`config.mk`:
```
export PLATFORM = sky130hd
export DESIGN_NAME = subdiv_job_launcher
export DESIGN_NICKNAME = d
export VERILOG_FILES = /design/src/rtl/subdiv_job_launcher.sv
export SDC_FILE = /design/constraint.sdc
export NUM_CORES = 1
export LEC_CHECK = 0
export ABC_AREA = 1
export ABC_CLOCK_PERIOD_IN_PS = 2490
export BUFFER_PORTS_ARGS = -buffer_cell sky130_fd_sc_hd__clkbuf_2
export CORE_ASPECT_RATIO = 0.6
export CORE_MARGIN = 2
export CORE_UTILIZATION = 60
export CTS_BUF_LIST = sky130_fd_sc_hd__clkbuf_4
export CTS_CLUSTER_SIZE = 14
export DETAILED_ROUTE_END_ITERATION = 12
export PLACE_DENSITY = 0.89
export SETUP_SLACK_MARGIN = 0.15
export SYNTH_ARGS = -nofsm -noshare
export SYNTH_HDL_FRONTEND = slang
export SYNTH_SLANG_ARGS = --single-unit
```
`constraint.sdc`:
```
create_clock -name clk -period 2.49 [get_ports clk]
set_input_delay 0.249 -clock clk [delete_from_list [all_inputs] [get_ports clk]]
set_output_delay 0.249 -clock clk [all_outputs]
set_load 0.005 [all_outputs]
```
`src/rtl/subdiv_job_launcher.sv`:
```
// Subdivision job launcher: runs the subdivision core once per requested level
// over its start/busy handshake, guarding both the ack and run phases with
// watchdogs, and reports done/error plus the total job cycle count.
//
//   state    | meaning
//   ---------+-----------------------------------------------------------
//   IDLE     | waiting for a job; ready only while the core is not busy
//   LAUNCH   | first cycle of a start burst for the current level
//   WAIT_ACK | start held, waiting for busy to rise (ack watchdog running)
//   RUN      | core busy, waiting for busy to fall (run watchdog running)
//   GAP      | one extra start-low cycle between levels
//   DONE     | one-cycle completion pulse
//   ERR      | latched error, waiting for job_clr
module subdiv_job_launcher #(
  parameter int LEVEL_W     = 3,
  parameter int ACK_TIMEOUT = 16,
  parameter int RUN_W       = 20,
  parameter int CYC_W       = 32
) (
  input  logic               clk,
  input  logic               rst_n,
  input  logic               job_valid,
  output logic               job_ready,
  input  logic [LEVEL_W-1:0] job_levels,
  input  logic               job_clr,
  output logic               core_start,
  input  logic               core_busy,
  output logic               job_done,
  output logic               job_err,
  output logic [1:0]         err_code,
  output logic [LEVEL_W-1:0] level_idx,
  output logic [CYC_W-1:0]   cycle_count,
  output logic               active
);

  // The ack counter holds the number of start-high cycles already elapsed;
  // LAUNCH counts as the first, so the last allowed WAIT_ACK cycle sees
  // ACK_TIMEOUT-1 in the counter.
  localparam int ACK_W = $clog2(ACK_TIMEOUT + 1);
  localparam logic [ACK_W-1:0] ACK_LAST = ACK_W'(ACK_TIMEOUT - 1);

  localparam logic [1:0] ERR_NONE = 2'd0;
  localparam logic [1:0] ERR_ACK  = 2'd1;
  localparam logic [1:0] ERR_RUN  = 2'd2;

  typedef enum logic [2:0] {
    S_IDLE,
    S_LAUNCH,
    S_WAIT_ACK,
    S_RUN,
    S_GAP,
    S_DONE,
    S_ERR
  } state_t;

  state_t             state_q, state_d;
  logic [LEVEL_W-1:0] levels_q, levels_d;
  logic [LEVEL_W-1:0] level_idx_q, level_idx_d;
  logic [ACK_W-1:0]   ack_cnt_q, ack_cnt_d;
  logic [RUN_W-1:0]   run_cnt_q, run_cnt_d;
  logic [CYC_W-1:0]   cyc_q, cyc_d;
  logic [1:0]         err_code_q, err_code_d;

  logic [LEVEL_W-1:0] level_nxt;
  logic [RUN_W-1:0]   run_nxt;
  logic [CYC_W-1:0]   cyc_inc;

  assign level_nxt = level_idx_q + LEVEL_W'(1);
  assign run_nxt   = run_cnt_q + RUN_W'(1);
  assign cyc_inc   = (&cyc_q) ? cyc_q : cyc_q + CYC_W'(1);

  // State and datapath registers with synchronous active-low reset.
  always_ff @(posedge clk) begin
    if (!rst_n) begin
      state_q     <= S_IDLE;
      levels_q    <= '0;
      level_idx_q <= '0;
      ack_cnt_q   <= '0;
      run_cnt_q   <= '0;
      cyc_q       <= '0;
      err_code_q  <= ERR_NONE;
    end else begin
      state_q     <= state_d;
      levels_q    <= levels_d;
      level_idx_q <= level_idx_d;
      ack_cnt_q   <= ack_cnt_d;
      run_cnt_q   <= run_cnt_d;
      cyc_q       <= cyc_d;
      err_code_q  <= err_code_d;
    end
  end

  // Next-state and datapath updates for the level sequencing.
  always_comb begin
    state_d     = state_q;
    levels_d    = levels_q;
    level_idx_d = level_idx_q;
    ack_cnt_d   = ack_cnt_q;
    run_cnt_d   = run_cnt_q;
    cyc_d       = cyc_q;
    err_code_d  = err_code_q;

    case (state_q)
      S_IDLE: begin
        if (job_valid && !core_busy) begin
          levels_d    = job_levels;
          level_idx_d = '0;
          cyc_d       = '0;
          err_code_d  = ERR_NONE;
          state_d     = (job_levels == '0) ? S_DONE : S_LAUNCH;
        end
      end
      S_LAUNCH: begin
        cyc_d     = cyc_inc;
        ack_cnt_d = ACK_W'(1);
        state_d   = S_WAIT_ACK;
      end
      S_WAIT_ACK: begin
        cyc_d = cyc_inc;
        if (core_busy) begin
          run_cnt_d = '0;
          state_d   = S_RUN;
        end else if (ack_cnt_q >= ACK_LAST) begin
          err_code_d = ERR_ACK;
          state_d    = S_ERR;
        end else begin
          ack_cnt_d = ack_cnt_q + ACK_W'(1);
        end
      end
      S_RUN: begin
        cyc_d = cyc_inc;
        if (!core_busy) begin
          level_idx_d = level_nxt;
          state_d     = (level_nxt == levels_q) ? S_DONE : S_GAP;
        end else begin
          run_cnt_d = run_nxt;
          if (&run_nxt) begin
            err_code_d = ERR_RUN;
            state_d    = S_ERR;
          end
        end
      end
      S_GAP: begin
        cyc_d   = cyc_inc;
        state_d = S_LAUNCH;
      end
      S_DONE: begin
        cyc_d   = cyc_inc;
        state_d = S_IDLE;
      end
      S_ERR: begin
        if (job_clr) begin
          err_code_d = ERR_NONE;
          state_d    = S_IDLE;
        end
      end
      default: state_d = S_IDLE;
    endcase
  end

  assign core_start  = (state_q == S_LAUNCH) || (state_q == S_WAIT_ACK);
  assign job_ready   = (state_q == S_IDLE) && !core_busy;
  assign job_done    = (state_q == S_DONE);
  assign job_err     = (state_q == S_ERR);
  assign active      = (state_q != S_IDLE) && (state_q != S_ERR);
  assign err_code    = err_code_q;
  assign level_idx   = level_idx_q;
  assign cycle_count = cyc_q;

endmodule

```
==> parameters.txt <==
Parameter                              Value

Clock tree
  Clock Latency Late Sink ... 0.44 ns
  Num Clock Sinks ... 68
  CTS tree ... done
  Number of levels the H-tree was split into ... 3
  Number of buffers created by CTS ... 9
  Max Buffers Root-to-Sink ... 2
  Clock input transition at the sequential cells of the worst setup and hold paths ... 0.12 ns
  CTS root buffer ... clkbuf_4

Power
  Leakage ... 0.00181 uW
  Psw ... 1200 uW
  Power per cell area ... 609 mW/mm2
  Worst vdd ir ... 0.452 mV
  Switching part of the total ... 41.6%
  Part of the total power dissipated in sequential elements ... 41.9%
  Clock network fraction of total power ... 21.3%
  Internal power summed over all cells ... 1690 uW
  Portion of total power attributed to combinational logic ... 36.8%

GRT
  GRT busiest layer ... met1
  Global routing usage on met3 ... 10.6%
  Maximum number of pins on one net before global-route repair ... 42
  Overall Global Routing Usage ... 30.4%
  Vias in the first global route ... 3808
  Number of antenna violations at the first check in global routing ... 0
  Met1 Resource Use GR ... 44.5%
  First-pass GRT wire length ... 18.2 mm
  Global-route congestion overflow total ... 0
  Met2 layer usage reported by global route ... 41.6%

Routing
  Mean number of vias per cell ... 5.76
  Detail Route Antenna Nets ... 0
  Wire length after detailed routing ... 12.2 mm
  DRT Pass-1 Iters ... 5
  Total DRC errors in the routed layout ... 0
  Average detailed-routed wire length per instance ... 14.8 um
  Count of vias placed by the detailed router ... 4744
  Starting DRC count in detailed routing ... 657

Floorplan
  Boundary Pins ... 50
  Die Span X ... 112 um
  Die Y-Extent ... 68.7 um
  Area of the core ... 0.00671 mm2
  Die Outline Area ... 0.00768 mm2
  Row count ... 23
  Effective utilization at floorplan ... 62.4%

Worst setup path
  Type of element launching the critical path ... flop
  Maximum cell stage delay along the critical path ... 0.46 ns
  Setup Crit Path Kind ... reg2reg
  Worst path arrival time ... 2.72 ns
  Cell mode on critical path ... nand2_1
  Category of the worst setup path capture point ... flop
  Max Fanout on Critical Path ... 6
  Crit-path cells ... nand2_1, nor2_2, nand2_1, nor3_2, nand4_1, nor4_4, nand3b_1, a21oi_1
  Slowest stage cell, crit path ... dfxtp_1
  Required time of the critical path ... 2.87 ns

Timing
  Slew at the pin with the worst max-slew slack ... 0.629 ns
  Final hold violation count ... 0
  Worst hold slack ... 0.0833 ns
  Unrepaired setup endpoints after global routing ... no
  Worst slew margin relative to its limit ... 57.7%
  Clock skew after layout ... 0.0143 ns
  Final setup violation count ... 0
  Max-slew violation total from the final report ... 0
  Minimum clock period after layout ... 2.33 ns
  Ratio of final minimum period to clock period ... 93.7%
  Final sum of negative setup slack ... 0 ns
  Highest clock rate ... 428 MHz

Logic synthesis
  Ys Warns ... 0
  Async S/R FF share, synth ... 0%
  Post-synthesis cell count ... 671
  Synthesized area divided by synthesized cell count ... 6.23 um2
  Post-synthesis register bit count ... 68
  Post-synthesis net count ... 685
  Number of synthesized flops with an enable pin ... 0
  Leading register cell type out of synthesis ... dfxtp_1
  Share of the yosys chip area belonging to registers ... 32.5%
  Number of distinct library cells after synthesis ... 38
  Cell area after synthesis ... 0.00418 mm2

Cells and area
  Number of nets in the layout ... 747
  Area taken by multi-input logic gates ... 0.00255 mm2
  Storage element area ... 0.00137 mm2
  Fraction of final layout cells sized beyond drive strength 1 ... 15.7%
  Total of fill cells in the finished design ... 580
  Ant. Diodes ... 0
  Area growth from synthesis to layout ... 13.7%

Min path
  Hold Crit Class ... in2reg

Job
  Max Cap Violations ... 0

Placement
  DPL Wire Length ... 8.72 mm
  Routability Congestion ... 1.00
  Input/output buffers ... 49

Status
  Result of the run ... finished, final reports clean
## stage by stage
stage                     power, uW  worst slack [ns]  std cells  area, um2  utilization, %
after floorplan                1880             0.531        671       4180               -
after global placement         2060             0.215        801       4510            67.3
after detailed placement       2080             0.126        801       4510            67.3
after CTS                      2730             0.172        817       4640            69.1
after global routing           3010             0.106        824       4750            70.9
final                          2890             0.156        824       4750            70.9
## flip-flops by register name, summed over array words and instances (netlist names)
| signal | flops |
|---|---|
| state_q | 3 |
| ack_cnt_q | 5 |
| levels_q | 3 |
| level_idx | 3 |
| cycle_count | 32 |
| err_code | 2 |
| run_cnt_q | 20 |
## cell usage in the layout, fill, tap and decap left out, types with 5 or more instances in the layout
cell type  netlist  layout
clkbuf_2         0      49
xnor2_1          6       6
nor2_4           2       7
dfxtp_1         68      64
nand2_1        207     207
clkbuf_4         0      10
inv_1           66      65
nand4_1         15      15
or2_2            7       7
nand3_1         44      44
nor2_2          10       8
xor2_1           9       9
a21oi_1         60      60
ha_1             6       5
nand3b_1         5       5
nor3_1          14      14
nor2_1          97      96
o21ai_0         12      12
buf_4            0      12
## worst paths after layout
check / start / endpoint / slack, ns / cells past startpoint
worst max-delay path: cycle_count[2]$_SDFFE_PN0P_ / cycle_count[25]$_SDFFE_PN0P_ / 0.16 / 8
worst min register to register: err_code[1]$_SDFFE_PN0P_ / err_code[1]$_SDFFE_PN0P_ / 0.47 / 2
worst max register to register: cycle_count[2]$_SDFFE_PN0P_ / cycle_count[25]$_SDFFE_PN0P_ / 0.16 / 8
worst min-delay path: job_clr / state_q[2]$_SDFFE_PN0P_ / 0.08 / 4
## final cells by class
type | count | share of cell area [%]
well taps | 87 | 2.29
inverters | 69 | 5.63
clock buffers | 10 | 1.58
multi-input cells | 523 | 53.6
flip-flops and latches | 68 | 28.8
repair buffers | 62 | 7.47
clock inverters | 5 | 0.632
## power by group through the flow
| stage | sequential (uW) | clock [uW] | combinational (uW) |
|---|---|---|---|
| floorplan | 1220 | 0 | 661 |
| global placement | 1220 | 0 | 835 |
| detailed placement | 1230 | 0 | 850 |
| CTS | 1200 | 628 | 898 |
| global route | 1220 | 664 | 1130 |
| finish | 1210 | 618 | 1060 |
## worst max-delay path, delay by kind of cell (launching register included)
family,cells,cell delay (ns)
flops,1,0.46
simple gates,7,1.68
compound gates,1,0.16
## cells by family (layout without fill, tap and decap cells)
kind of cell | after synthesis | in the layout | synth area share (%)
fa+ha+maj | 6 | 6 | 1.79
simple gates | 413 | 415 | 43.0
flops | 68 | 68 | 32.5
buf+inv | 82 | 146 | 8.08
xor+xnor | 15 | 15 | 3.14
compound gates | 87 | 87 | 11.5
## synthesized netlist by cell type, types with 3 or more instances
master | instances | area share (%)
a21oi_1 | 60 | 7.2
buf_2 | 4 | 0.48
buf_6 | 3 | 0.81
clkbuf_1 | 6 | 0.54
dfxtp_1 | 68 | 33
ha_1 | 6 | 1.8
inv_1 | 66 | 5.9
nand2_1 | 207 | 19
nand2_2 | 4 | 0.60
nand3_1 | 44 | 5.3
nand3b_1 | 5 | 0.90
nand4_1 | 15 | 2.2
nor2_1 | 97 | 8.7
nor2_2 | 10 | 1.5
nor3_1 | 14 | 1.7
nor4_1 | 3 | 0.45
o21ai_0 | 12 | 1.4
o21bai_1 | 4 | 0.72
or2_2 | 7 | 1.0
xnor2_1 | 6 | 1.3
xor2_1 | 9 | 1.9
## per-layer routing
| layer | part of all wire, % | wire length [um] | up-vias |
|---|---|---|---|
| met1 | 45 | 5540 | 2142 |
| met4 | 1.1 | 129 | 0 |
| met2 | 40 | 4890 | 291 |
| met3 | 14 | 1650 | 15 |
| met5 | 0 | 0 | - |
| li1 | - | - | 2296 |
## timing repair
| action | in CTS | in global routing |
|---|---|---|
| pin swaps | 1 | 5 |
| setup buffers | 0 | 6 |
| endpoints found under the setup margin | 14 | 36 |
| cloned | 1 | 1 |
| resized for setup | 1 | 14 |
| hold buffers | 0 | 0 |
(Power assumes the default switching activity.)
